<file path="config.mk">
export PLATFORM = sky130hd
export DESIGN_NAME = decode_scoreboard_flat
export DESIGN_NICKNAME = d
export VERILOG_FILES = /design/src/rtl/decode_scoreboard_if.sv /design/src/rtl/decode_scoreboard.sv /design/src/flat_wrapper.sv
export SDC_FILE = /design/constraint.sdc
export NUM_CORES = 1
export LEC_CHECK = 0
export ABC_AREA = 1
export CAP_MARGIN = 25
export CORE_MARGIN = 2
export CORE_UTILIZATION = 52
export CTS_CLUSTER_DIAMETER = 150
export DETAILED_ROUTE_END_ITERATION = 12
export PLACE_DENSITY = 0.78
export SETUP_SLACK_MARGIN = 0.02
export SYNTH_ARGS = -nofsm -noshare
export SYNTH_HDL_FRONTEND = slang
export SYNTH_SLANG_ARGS = --single-unit
</file>
<file path="constraint.sdc">
create_clock -name clk -period 5.35 [get_ports clk]
set_input_delay 0.8025 -clock clk [delete_from_list [all_inputs] [get_ports clk]]
set_output_delay 0.8025 -clock clk [all_outputs]
set_load 0.05 [all_outputs]
</file>
<file path="src/rtl/decode_scoreboard_if.sv">
// Decode/writeback handshake bundle between the pipeline and the decode scoreboard.
interface decode_scoreboard_if #(
    parameter int unsigned LAT_W = 3,
    parameter int unsigned IDX_W = 5
);
    logic             id_valid;
    logic [IDX_W-1:0] id_r1;
    logic [IDX_W-1:0] id_r2;
    logic             id_use_r1;
    logic             id_use_r2;
    logic             id_branch;
    logic [IDX_W-1:0] id_rd;
    logic [LAT_W-1:0] id_lat;
    logic             flush;
    logic             wb_valid;
    logic [IDX_W-1:0] wb_rd;
    logic             stall;
    logic             issue;

    // Pipeline side: presents the decode slot and writeback, receives stall/issue.
    modport master (
        output id_valid, id_r1, id_r2, id_use_r1, id_use_r2, id_branch,
               id_rd, id_lat, flush, wb_valid, wb_rd,
        input  stall, issue
    );

    // Scoreboard side.
    modport slave (
        input  id_valid, id_r1, id_r2, id_use_r1, id_use_r2, id_branch,
               id_rd, id_lat, flush, wb_valid, wb_rd,
        output stall, issue
    );
endinterface

</file>
<file path="src/rtl/decode_scoreboard.sv">
// Register scoreboard and stall controller for the MIPS decode stage.
// Tracks outstanding GPR writes (pending bit + forwardable countdown) and
// stalls decode on RAW hazards; ID-stage branches wait for writeback.
// Optional feature macro: DECODE_SB_STATS_EN adds stall_cycles/branch_stalls counters.
module decode_scoreboard #(
    parameter int unsigned NREG  = 32,
    parameter int unsigned LAT_W = 3
) (
    input  logic                 clk,
    input  logic                 rst_n,
    decode_scoreboard_if.slave   sb,
    output logic [NREG-1:0]      pend_mask
`ifdef DECODE_SB_STATS_EN
    ,
    output logic [31:0]          stall_cycles,
    output logic [31:0]          branch_stalls
`endif
);

    localparam int unsigned IDX_W = $clog2(NREG);

    logic [NREG-1:0]  pend;
    logic [LAT_W-1:0] cnt [NREG];

    logic wb_hit_r1;
    logic wb_hit_r2;
    logic haz_r1;
    logic haz_r2;
    logic stall_c;
    logic issue_c;

    // Source hazard detection; a same-cycle writeback resolves it (write-first register file).
    always_comb begin
        wb_hit_r1 = 1'b0;
        wb_hit_r2 = 1'b0;
        haz_r1    = 1'b0;
        haz_r2    = 1'b0;
        wb_hit_r1 = sb.wb_valid && (sb.wb_rd == sb.id_r1);
        wb_hit_r2 = sb.wb_valid && (sb.wb_rd == sb.id_r2);
        if (sb.id_use_r1 && (sb.id_r1 != IDX_W'(0)) && pend[sb.id_r1] && !wb_hit_r1)
            haz_r1 = sb.id_branch || (cnt[sb.id_r1] != LAT_W'(0));
        if (sb.id_use_r2 && (sb.id_r2 != IDX_W'(0)) && pend[sb.id_r2] && !wb_hit_r2)
            haz_r2 = sb.id_branch || (cnt[sb.id_r2] != LAT_W'(0));
    end

    // Stall/issue decision; both forced low while reset is asserted.
    always_comb begin
        stall_c = 1'b0;
        issue_c = 1'b0;
        stall_c = rst_n && sb.id_valid && !sb.flush && (haz_r1 || haz_r2);
        issue_c = rst_n && sb.id_valid && !sb.flush && !stall_c;
    end

    assign sb.stall = stall_c;
    assign sb.issue = issue_c;

    // Per-register tracking: new issue owns the register, else writeback clears, else count down.
    always_ff @(posedge clk or negedge rst_n) begin
        if (!rst_n) begin
            pend <= '0;
            for (int i = 0; i < int'(NREG); i++) begin
                cnt[i] <= '0;
            end
        end else begin
            for (int i = 1; i < int'(NREG); i++) begin
                if (issue_c && (sb.id_rd == IDX_W'(i))) begin
                    pend[i] <= 1'b1;
                    cnt[i]  <= sb.id_lat;
                end else if (sb.wb_valid && (sb.wb_rd == IDX_W'(i))) begin
                    pend[i] <= 1'b0;
                    cnt[i]  <= '0;
                end else if (cnt[i] != LAT_W'(0)) begin
                    cnt[i]  <= cnt[i] - LAT_W'(1);
                end
            end
        end
    end

    // Register 0 is hard-wired zero and never reported pending.
    always_comb begin
        pend_mask    = pend;
        pend_mask[0] = 1'b0;
    end

`ifdef DECODE_SB_STATS_EN
    // Saturating stall statistics.
    always_ff @(posedge clk or negedge rst_n) begin
        if (!rst_n) begin
            stall_cycles  <= '0;
            branch_stalls <= '0;
        end else begin
            if (stall_c && (stall_cycles != 32'hFFFF_FFFF))
                stall_cycles <= stall_cycles + 32'd1;
            if (stall_c && sb.id_branch && (branch_stalls != 32'hFFFF_FFFF))
                branch_stalls <= branch_stalls + 32'd1;
        end
    end
`endif

endmodule
</file>
<file path="src/flat_wrapper.sv">
// flat-port wrapper written by rule: the top's interface ports become plain ports
module decode_scoreboard_flat 
#(
    parameter int unsigned NREG  = 32,
    parameter int unsigned LAT_W = 3
)
  (clk, rst_n, pend_mask, sb_id_valid, sb_id_r1, sb_id_r2, sb_id_use_r1, sb_id_use_r2, sb_id_branch, sb_id_rd, sb_id_lat, sb_flush, sb_wb_valid, sb_wb_rd, sb_stall, sb_issue);
  decode_scoreboard_if #(.LAT_W(LAT_W)) sb_i ();
  input  logic clk;
  input  logic rst_n;
  output logic [NREG-1:0] pend_mask;
  input wire logic [$bits(sb_i.id_valid)-1:0] sb_id_valid;
  input wire logic [$bits(sb_i.id_r1)-1:0] sb_id_r1;
  input wire logic [$bits(sb_i.id_r2)-1:0] sb_id_r2;
  input wire logic [$bits(sb_i.id_use_r1)-1:0] sb_id_use_r1;
  input wire logic [$bits(sb_i.id_use_r2)-1:0] sb_id_use_r2;
  input wire logic [$bits(sb_i.id_branch)-1:0] sb_id_branch;
  input wire logic [$bits(sb_i.id_rd)-1:0] sb_id_rd;
  input wire logic [$bits(sb_i.id_lat)-1:0] sb_id_lat;
  input wire logic [$bits(sb_i.flush)-1:0] sb_flush;
  input wire logic [$bits(sb_i.wb_valid)-1:0] sb_wb_valid;
  input wire logic [$bits(sb_i.wb_rd)-1:0] sb_wb_rd;
  output wire logic [$bits(sb_i.stall)-1:0] sb_stall;
  output wire logic [$bits(sb_i.issue)-1:0] sb_issue;
  assign sb_i.id_valid = sb_id_valid;
  assign sb_i.id_r1 = sb_id_r1;
  assign sb_i.id_r2 = sb_id_r2;
  assign sb_i.id_use_r1 = sb_id_use_r1;
  assign sb_i.id_use_r2 = sb_id_use_r2;
  assign sb_i.id_branch = sb_id_branch;
  assign sb_i.id_rd = sb_id_rd;
  assign sb_i.id_lat = sb_id_lat;
  assign sb_i.flush = sb_flush;
  assign sb_i.wb_valid = sb_wb_valid;
  assign sb_i.wb_rd = sb_wb_rd;
  assign sb_stall = sb_i.stall;
  assign sb_issue = sb_i.issue;
  decode_scoreboard #(.NREG(NREG), .LAT_W(LAT_W)) u_core (.clk(clk), .rst_n(rst_n), .sb(sb_i), .pend_mask(pend_mask));
endmodule
</file>
==> summary.md, run 1 <==
| Metric | Value |
|---|---|
| Reg clk slew, reported paths | `0.07 ns` |
| Most used cell, CP | `nor2_1` |
| EDFF count, synth | `0` |
| Placed wire-length estimate | `28000 um` |
| Share of post-route cells with drive strength above 1 | `5.53%` |
| Clock Path Buffers | `2` |
| Clock sink count | `124` |
| FILL cells | `2072` |
| #FFs+latches synth | `124` |
| CTS H-tree lvls | `4` |
| Worst-skew pair later-pin latency | `0.43 ns` |
| Slew @ Worst Pin | `0.826 ns` |
| Antenna Cells | `0` |
| Register share of total power | `25.9%` |
| Row cnt | `53` |
| Full die area | `0.0229 sq mm` |
| First DRT Iteration DRCs | `1400` |
| MaxCap Viol Count | `0` |
| Final worst-path setup slack | `0.717 ns` |
| Die Span Y | `151 um` |
| Min-Delay Path Class | `primary input to async pin` |
| Synthesized cell area | `0.0113 sq mm` |
| Area growth from synthesis to layout | `12.5%` |
| Max Freq | `216 MHz` |
| Switch share | `46.2%` |
| Num CTS Buffers | `17` |
| Main synth FF type | `dfrtp_1` |
| Max VDD drop | `0.301 mV` |
| Initial antenna violation count | `0` |
| Sequential share of the synthesized area | `27.5%` |
| DRC Markers | `0` |
| Router iterations before antenna repair | `5` |
| Setup TNS | `0 ns` |
| Remaining global-route overflow | `0` |
| Post-CTS setup buffers | `0` |
| Largest net degree at the start of global routing | `86` |
| Global-route wire length before repair | `60500 um` |
| Vias | `12100` |
| Number of unique standard cell types used by synthesis | `34` |
| TritonCTS clock tree | `done` |
| Count leader, synth | `nand2_1` |
| Drt wl/cell | `17.7 um` |
| P_leak | `7.30 nW` |
| Clock network fraction of design power | `19.5%` |
| Post-Route Skew | `0.0111 ns` |
| Slew headroom | `44.7%` |
| Dpl ws | `0.762 ns` |
| Final worst path period share | `86.6%` |
| Switching power | `0.00309 W` |
| CTS Root Cell | `clkbuf_16` |
| Finished Core Util | `60.0%` |
| Status | `finished clean` |
| Post-synth top cells | `nand2_1 (584), inv_1 (357), nand3_1 (248)` |
| Combinational share of power | `54.7%` |
| Critical path class | `primary input to output pin` |
| Fin. max-slew vios | `0` |
| GRT Util Overall | `34.8%` |
| Endpoints failing hold | `0` |
| Worst Setup End Kind | `output pin` |
| Synth warn | `4` |
| Nets | `1996` |
| CTS resizes | `0` |
| Hold-fix buffers at CTS | `0` |
| Final ANT Viol Nets | `0` |
| Vias in the first global route | `11200` |
| I/O pin count | `65` |
| Top post-synthesis cells by area | `dfrtp_1 (28%), nand2_1 (19%), inv_1 (12%)` |
| Worst path required time | `4.55 ns` |
| Final min period | `4.63 ns` |
| Power Density | `527 mW/mm^2` |
| Share of the synthesized area in the top cell type | `27.5%` |
| Core ar. | `0.0212 sq mm` |
| Dominant cell type by area after synthesis | `dfrtp_1` |
| CP max stage cell | `clkdlybuf4s50_1` |
| Arrival time at the worst endpoint | `3.83 ns` |
| Crit path cell chain | `clkdlybuf4s50_1 -> buf_4 -> inv_2 -> a21oi_1 -> o21ai_0 -> nand3_1 -> nand2_1 -> nor2_1 -> nor2_1 -> nor2_1 -> nand2_2 -> a21oi_1 -> buf_12` |
| Startpoint Class | `primary input` |
| Port bufs | `63` |
| CP peak stage delay | `0.80 ns` |
| Die Width | `151 um` |
| Int Pwr | `0.00359 W` |
| Setup Viol. Count Final | `0` |
| CP max FO | `17` |
| Syn nets | `1954` |
| Drt via density | `5.54` |
| Initial Util | `53.3%` |
| Share of flip-flops with an asynchronous set or reset | `100%` |
| RePlAce Congestion | `0.998` |
| Post-Syn Instances | `1861` |
| RSZ-0062 raised after global routing | `false` |
| Post-Syn Area per Cell | `6.05 sq um` |
| Routed WL | `38800 um` |
==> power groups by stage <==
| stage | Sequential [W] | Clock (W) | Combinational [W] |
|---|---|---|---|
| after global placement | 0.00172 | 0 | 0.00347 |
| after floorplan | 0.00177 | 0 | 0.00269 |
| after detailed placement | 0.00172 | 0 | 0.00360 |
| after CTS | 0.00171 | 0.00130 | 0.00362 |
| final | 0.00173 | 0.00130 | 0.00366 |
| after global routing | 0.00177 | 0.00134 | 0.00425 |
==> per-layer routing <==
layer / track usage (%) / wire, um / up-vias
li1: - / - / 5852
met1: 47.6 / 16300 / 5514
met2: 54.2 / 16900 / 667
met3: 5.72 / 3930 / 113
met4: 15.4 / 1700 / 0
met5: 0 / 0 / -
==> kinds of logic (layout without fill, tap and decap cells) <==
family	count (synthesis)	in the layout	synth area share, %
AOI/OAI and AO/OA	149	149	6.96
and+or+nand+nor	1098	1098	42.7
xor gates and xnor gates	5	5	0.389
other	1	1	0.0333
DFF	124	124	27.5
buffers and inverters	422	477	15.5
adders and majority gates	62	62	6.88
==> flip-flops by register name, indices dropped and copies added (netlist names) <==
name              count
u_core.pend_mask     31
u_core.cnt           93
==> placed cells by master, fill, tap and decap left out, drive strengths merged <==
cell type and instances:
xnor2 2, clkinv 4, dfrtp 124, conb 1
ha 62, o22ai 2, nand2 589, bufinv 4
nor3 5, o21ai 98, nand4 36, xor2 3
a21oi 35, clkinvlp 3, nor2 202, o221ai 1
or2 18, inv 364, nand3 248, clkdlybuf4s50 59
clkbuf 19, o211ai 9, a22oi 3, o31ai 1
buf 24
==> area by class of cell <==
class | instances | area [sq um] | area share (%)
repair buffers | 83 | 806 | 6.35
inverters | 362 | 1360 | 10.7
clock inverters | 13 | 188 | 1.48
multi-input cells | 1315 | 6430 | 50.7
clock buffers | 19 | 453 | 3.57
flip-flops and latches | 124 | 3100 | 24.5
well taps | 275 | 344 | 2.71
==> through the flow <==
| step | hold slack (ns) | total power (W) | instances | area [sq um] |
|---|---|---|---|---|
| 2_1_floorplan | 0.476 | 0.00446 | 1861 | 11300 |
| 3_3_place_gp | 0.493 | 0.00519 | 2159 | 12000 |
| 3_5_place_dp | 0.498 | 0.00532 | 2159 | 12000 |
| 4_1_cts | 0.366 | 0.00664 | 2191 | 12700 |
| 5_1_grt | 0.383 | 0.00735 | 2191 | 12700 |
| 6_report | 0.338 | 0.00669 | 2191 | 12700 |
==> worst max-delay path, delay by kind of cell <==
kind	cells	cell delay, ns
AOI/OAI and AO/OA	3	0.78
buffers and inverters	4	1.55
and+or+nand+nor	6	0.67
==> path summary, 6_finish.rpt <==
check | from | to | slack, ns | cells after the start
hold / removal | rst_n | u_core.cnt[1]$_DFFE_PN0P_ | 0.34 | 1
setup reg to reg | u_core.cnt[66]$_DFFE_PN0P_ | u_core.cnt[44]$_DFFE_PN0P_ | 2.12 | 15
hold reg to reg | u_core.cnt[23]$_DFFE_PN0P_ | u_core.cnt[23]$_DFFE_PN0P_ | 0.51 | 2
min in group clk | u_core.cnt[23]$_DFFE_PN0P_ | u_core.cnt[23]$_DFFE_PN0P_ | 0.51 | 2
max in group asynchronous | rst_n | u_core.pend_mask[21]$_DFFE_PN0P_ | 3.96 | 2
setup / recovery | sb_id_r2[1] | sb_stall | 0.72 | 13
No activity file was read; power rests on OpenSTA's default activity.
==> run 2, diff against run 1 <==
PLACE_DENSITY = not set   (was 0.78)
PLACE_DENSITY_LB_ADDON = 0.1   (was not set)
==> summary.md, run 2 (synthesis gave the netlist of run 1 again) <==
| Metric | Value |
|---|---|
| Status | `finished clean` |
| MaxCap Viol Count | `0` |
| Vias in the first global route | `11200` |
| Slew @ Worst Pin | `0.952 ns` |
| Drt via density | `5.47` |
| Router iterations before antenna repair | `5` |
| Max VDD drop | `0.280 mV` |
| Full die area | `0.0229 sq mm` |
| Drt wl/cell | `17.7 um` |
| Register share of total power | `26.0%` |
| CTS Root Cell | `clkbuf_16` |
| Endpoints failing hold | `0` |
| Most used cell, CP | `nand2_1` |
| Reg2reg setup slack | `2.25 ns` |
| WHS | `0.223 ns` |
| Startpoint Class | `primary input` |
| Post-CTS setup buffers | `0` |
| Min-Delay Path Class | `primary input to async pin` |
| Combinational share of power | `55.3%` |
| Vias | `12000` |
| Die Span Y | `151 um` |
| Final worst-path setup slack | `0.618 ns` |
| Core ar. | `0.0212 sq mm` |
| Arrival time at the worst endpoint | `3.93 ns` |
| Critical R2R Capture | `u_core.cnt[42]$_DFFE_PN0P_` |
| Num CTS Buffers | `17` |
| Largest Register | `u_core.cnt` |
| Initial antenna violation count | `0` |
| Nets | `1995` |
| CP max stage cell | `clkdlybuf4s50_1` |
| Placed wire-length estimate | `27700 um` |
| Initial Util | `53.3%` |
| First DRT Iteration DRCs | `1085` |
| Reg clk slew, reported paths | `0.06 ns` |
| Slew headroom | `36.3%` |
| Port bufs | `63` |
| Max Freq | `211 MHz` |
| Worst Setup End Kind | `output pin` |
| Power Density | `522 mW/mm^2` |
| CTS H-tree lvls | `4` |
| CTS resizes | `0` |
| Clock sink count | `124` |
| Largest net degree at the start of global routing | `86` |
| Setup TNS | `0 ns` |
| Clock network fraction of design power | `18.6%` |
| Crit path cell chain | `clkdlybuf4s50_1 -> inv_2 -> nor2_1 -> nand2_1 -> nand3_1 -> nand3_1 -> nand2_1 -> nor2_1 -> a21oi_1 -> nand2_1 -> nand2_2 -> buf_4 -> nand2_2 -> nor2_4 -> buf_12` |
| Share of post-route cells with drive strength above 1 | `5.38%` |
| Final ANT Viol Nets | `0` |
| CP peak stage delay | `1.09 ns` |
| Critical path class | `primary input to output pin` |
| RSZ-0062 raised after global routing | `false` |
| Most frequent cells in the layout | `nand2_1 (584), inv_1 (357), nand3_1 (248)` |
| Crit path max-delay family | `buffers and inverters` |
| Worst-skew pair later-pin latency | `0.44 ns` |
| RR Startpoint | `u_core.cnt[66]$_DFFE_PN0P_` |
| WP buf/inv | `4` |
| Dpl ws | `0.694 ns` |
| Setup Viol. Count Final | `0` |
| CP max FO | `17` |
| Area growth from synthesis to layout | `12.4%` |
| GRT Util Overall | `35.0%` |
| Routed WL | `38700 um` |
| P_leak | `7.28 nW` |
| Switch share | `46.5%` |
| Final min period | `4.73 ns` |
| Post-route design area | `0.0127 sq mm` |
| Int Pwr | `0.00354 W` |
| Worst path required time | `4.55 ns` |
| Remaining global-route overflow | `0` |
| Die Width | `151 um` |
| Global-route wire length before repair | `60700 um` |
| Final worst path period share | `88.5%` |
| DRC Markers | `0` |
| Area after DPL | `0.0120 sq mm` |
| Reg2Reg Depth | `15` |
| Post-Route Skew | `0.0117 ns` |
| RePlAce Congestion | `1.01` |
| Switching power | `0.00307 W` |
| Row cnt | `53` |
| TritonCTS clock tree | `done` |
| Hold-fix buffers at CTS | `0` |
| Fin. max-slew vios | `0` |
| Commonest non-fill, non-tap cell in the layout | `nand2_1` |
| Antenna Cells | `0` |
| Max reg flops | `93` |
| Clock Path Buffers | `2` |
| I/O pin count | `65` |
-- run 2: changes by cell type in the layout (fill, tap and decap cells not counted) --
cell,previous run,this run
clkinvlp_4,3,4
buf_4,20,17
bufinv_16,4,3
clkbuf_8,2,1
buf_6,0,1
clkinv_4,1,2
clkbuf_1,0,1
clkinv_2,2,0
buf_16,0,1
-- run 2: worst max path at each step --
stage	from	endpoint	slack (ns)	cells past startpoint
CTS	sb_id_r2[1]	sb_issue	0.68	15
finish	sb_id_r2[1]	sb_issue	0.62	15
detailed placement	sb_id_r2[1]	sb_issue	0.69	15
global placement	sb_id_r2[1]	sb_issue	0.74	15
global route	sb_id_r2[1]	sb_issue	0.40	15
floorplan	sb_id_r1[1]	sb_stall	1.76	13
-- run 2: metal layers --
| metal | wire length [um] | GRT usage (%) | vias to the layer above |
|---|---|---|---|
| met5 | 0 | 0 | - |
| met4 | 1590 | 14.6 | 0 |
| met3 | 3370 | 6.87 | 114 |
| met2 | 17200 | 55.9 | 533 |
| met1 | 16500 | 46.3 | 5489 |
| li1 | - | - | 5844 |
-- run 2: cell type report --
class / count / area [sq um]
Inverter: 362 / 1360
Clock buffer: 19 / 443
Sequential cell: 124 / 3100
Tap cell: 275 / 344
Multi-Input combinational cell: 1315 / 6430
Clock inverter: 12 / 164
Timing Repair Buffer: 82 / 822
Fill cell: 2132 / 8490
-- run 2: power by group through the flow --
stage / logic, W / clock network, W / registers (W)
6_report: 0.00366 / 0.00123 / 0.00172
5_1_grt: 0.00430 / 0.00128 / 0.00176
4_1_cts: 0.00364 / 0.00124 / 0.00171
3_5_place_dp: 0.00360 / 0 / 0.00172
3_3_place_gp: 0.00350 / 0 / 0.00172
2_1_floorplan: 0.00269 / 0 / 0.00177
-- run 2: worst register-to-register path, cell delays in order, from the launching register on --
cell and delay [ns]:
dfrtp_1 0.40, nor2_1 0.30, nand3_1 0.12, nand3_1 0.14, nand3_1 0.10, nand2_1 0.11, nand2_1 0.05, a21oi_1 0.19
nand2_1 0.12, nand2_4 0.27, buf_4 0.46, nand4_1 0.41, nand2_1 0.16, nand2_1 0.06, nand2_1 0.06, nand2_1 0.05
-- run 2: metrics by stage --
step / util (%) / std cells / total power, W
CTS: 59.7 / 2188 / 0.00659
finish: 59.9 / 2189 / 0.00661
floorplan: - / 1861 / 0.00446
detailed placement: 56.9 / 2157 / 0.00532
global route: 59.9 / 2189 / 0.00735
global placement: 56.9 / 2157 / 0.00522
==> run 3, diff against run 2 <==
CORE_MARGIN = 5   (was 2)
==> summary.md, run 3 (synthesis gave the netlist of run 1 again) <==
| Metric | Value |
|---|---|
| Status | `finished clean` |
| Worst path required time | `4.55 ns` |
| Reg clk slew, reported paths | `0.06 ns` |
| Drt wl/cell | `17.5 um` |
| Global-route wire length before repair | `60300 um` |
| Register area | `0.00310 sq mm` |
| Reg2Reg Depth | `15` |
| Setup TNS | `0 ns` |
| P_leak | `7.27 nW` |
| Most frequent cells in the layout | `nand2_1 (584), inv_1 (357), nand3_1 (248)` |
| First DRT Iteration DRCs | `1326` |
| Post-Route Skew | `0.0103 ns` |
| Core ar. | `0.0212 sq mm` |
| Row cnt | `53` |
| Initial Util | `53.3%` |
| Die Span Y | `157 um` |
| Finished Core Util | `59.6%` |
| CTS resizes | `0` |
| CP max FO | `17` |
| Min-Delay Path Class | `primary input to async pin` |
| Remaining global-route overflow | `0` |
| Critical Path Stages | `12` |
| Placed wire-length estimate | `27700 um` |
| CTS Root Cell | `clkbuf_16` |
| Final worst-path setup slack | `0.639 ns` |
| Worst Setup End Kind | `output pin` |
| WP buf/inv | `3` |
| Clock sink count | `124` |
| Dpl ws | `0.731 ns` |
| MaxCap Viol Count | `0` |
| CP peak stage delay | `1.00 ns` |
| Drt via density | `5.44` |
| Nets | `1995` |
| Critical path class | `primary input to output pin` |
| RePlAce Congestion | `1.04` |
| Router iterations before antenna repair | `6` |
| Num CTS Buffers | `17` |
| Vias in the first global route | `11000` |
| Vias | `11900` |
| DRC Markers | `0` |
| TritonCTS clock tree | `done` |
| Slew headroom | `44.0%` |
| I/O pin count | `65` |
| RSZ-0062 raised after global routing | `false` |
| CP max stage cell | `clkdlybuf4s50_1` |
| Worst-skew pair later-pin latency | `0.44 ns` |
| Max VDD drop | `0.281 mV` |
| Routed WL | `38300 um` |
| Final worst path period share | `88.1%` |
| Full die area | `0.0247 sq mm` |
| Crit path from | `sb_id_r2[1]` |
| Crit path cell chain | `clkdlybuf4s50_1 -> inv_2 -> a21oi_1 -> o21ai_0 -> nand3_1 -> nand2_1 -> nor2_1 -> nor2_1 -> nor2_1 -> nand2_2 -> a21oi_1 -> buf_12` |
| Port bufs | `63` |
| Crit path max-delay family | `buffers and inverters` |
| Post-CTS setup buffers | `0` |
| Max Freq | `212 MHz` |
| GRT Util Overall | `31.4%` |
| Largest net degree at the start of global routing | `86` |
| Die Width | `157 um` |
| Hold-fix buffers at CTS | `0` |
| Startpoint Class | `primary input` |
| Multi-input logic area | `0.00643 sq mm` |
| CTS H-tree lvls | `4` |
| RR Startpoint | `u_core.cnt[57]$_DFFE_PN0P_` |
| Final ANT Viol Nets | `0` |
| Commonest non-fill, non-tap cell in the layout | `nand2_1` |
| Power Density | `517 mW/mm^2` |
| Max reg flops | `93` |
| Setup Viol. Count Final | `0` |
| Slew @ Worst Pin | `0.840 ns` |
| Arrival time at the worst endpoint | `3.91 ns` |
| Initial antenna violation count | `0` |
| Largest Register | `u_core.cnt` |
| Clock Path Buffers | `2` |
| Final min period | `4.71 ns` |
| Endpoints failing hold | `0` |
| Share of post-route cells with drive strength above 1 | `5.38%` |
| Area growth from synthesis to layout | `11.9%` |
| FILL cells | `2088` |
| Fin. max-slew vios | `0` |
| Most used cell, CP | `nor2_1` |
| Antenna Cells | `0` |
-- run 3: cell types whose count changed in the layout (fill, tap and decap cells not counted) --
cell,change
buf_16,-1
buf_4,+1
bufinv_16,-1
clkbuf_8,+1
clkinv_2,+4
clkinvlp_4,-1
inv_6,-3
-- run 3: final timing paths --
check                                        endpoint  slack, ns
min in group clk           u_core.cnt[77]$_DFFE_PN0P_       0.51
max in group asynchronous  u_core.cnt[64]$_DFFE_PN0P_       3.95
setup / recovery                             sb_stall       0.64
setup reg to reg           u_core.cnt[69]$_DFFE_PN0P_       2.20
hold reg to reg            u_core.cnt[77]$_DFFE_PN0P_       0.51
hold / removal             u_core.cnt[14]$_DFFE_PN0P_       0.25
-- run 3: per-stage QoR --
step           hold slack, ns  std cells  power [W]  cell area, sq um
2_1_floorplan           0.476       1861    0.00446             11300
3_3_place_gp            0.492       2158    0.00522             12000
3_5_place_dp            0.497       2158    0.00531             12000
4_1_cts                 0.264       2189    0.00651             12600
5_1_grt                 0.279       2189    0.00724             12600
6_report                0.250       2189    0.00653             12600
-- run 3: where the power goes --
group          internal [W]  switching [W]  leakage, nW  total [W]
sequential          0.00139       0.000331         1.47    0.00172
combinational       0.00140        0.00223         5.52    0.00363
clock              0.000705       0.000474        0.278    0.00118
total               0.00349        0.00304         7.27    0.00653
-- run 3: routing by layer --
layer | global-route usage, % | vias to the layer above | wire [um]
li1 | - | 5854 | -
met1 | 43.8 | 5377 | 16800
met2 | 48.7 | 581 | 16700
met3 | 6.05 | 91 | 3530
met4 | 11.1 | 0 | 1250
met5 | 0 | - | 0
-- run 3: layout make-up --
cell class / instances / area share, %
multi-input cells: 1315 / 51.0
flip-flops and latches: 124 / 24.6
inverters: 362 / 10.8
repair buffers: 82 / 6.36
clock buffers: 20 / 3.62
well taps: 275 / 2.73
clock inverters: 11 / 0.952
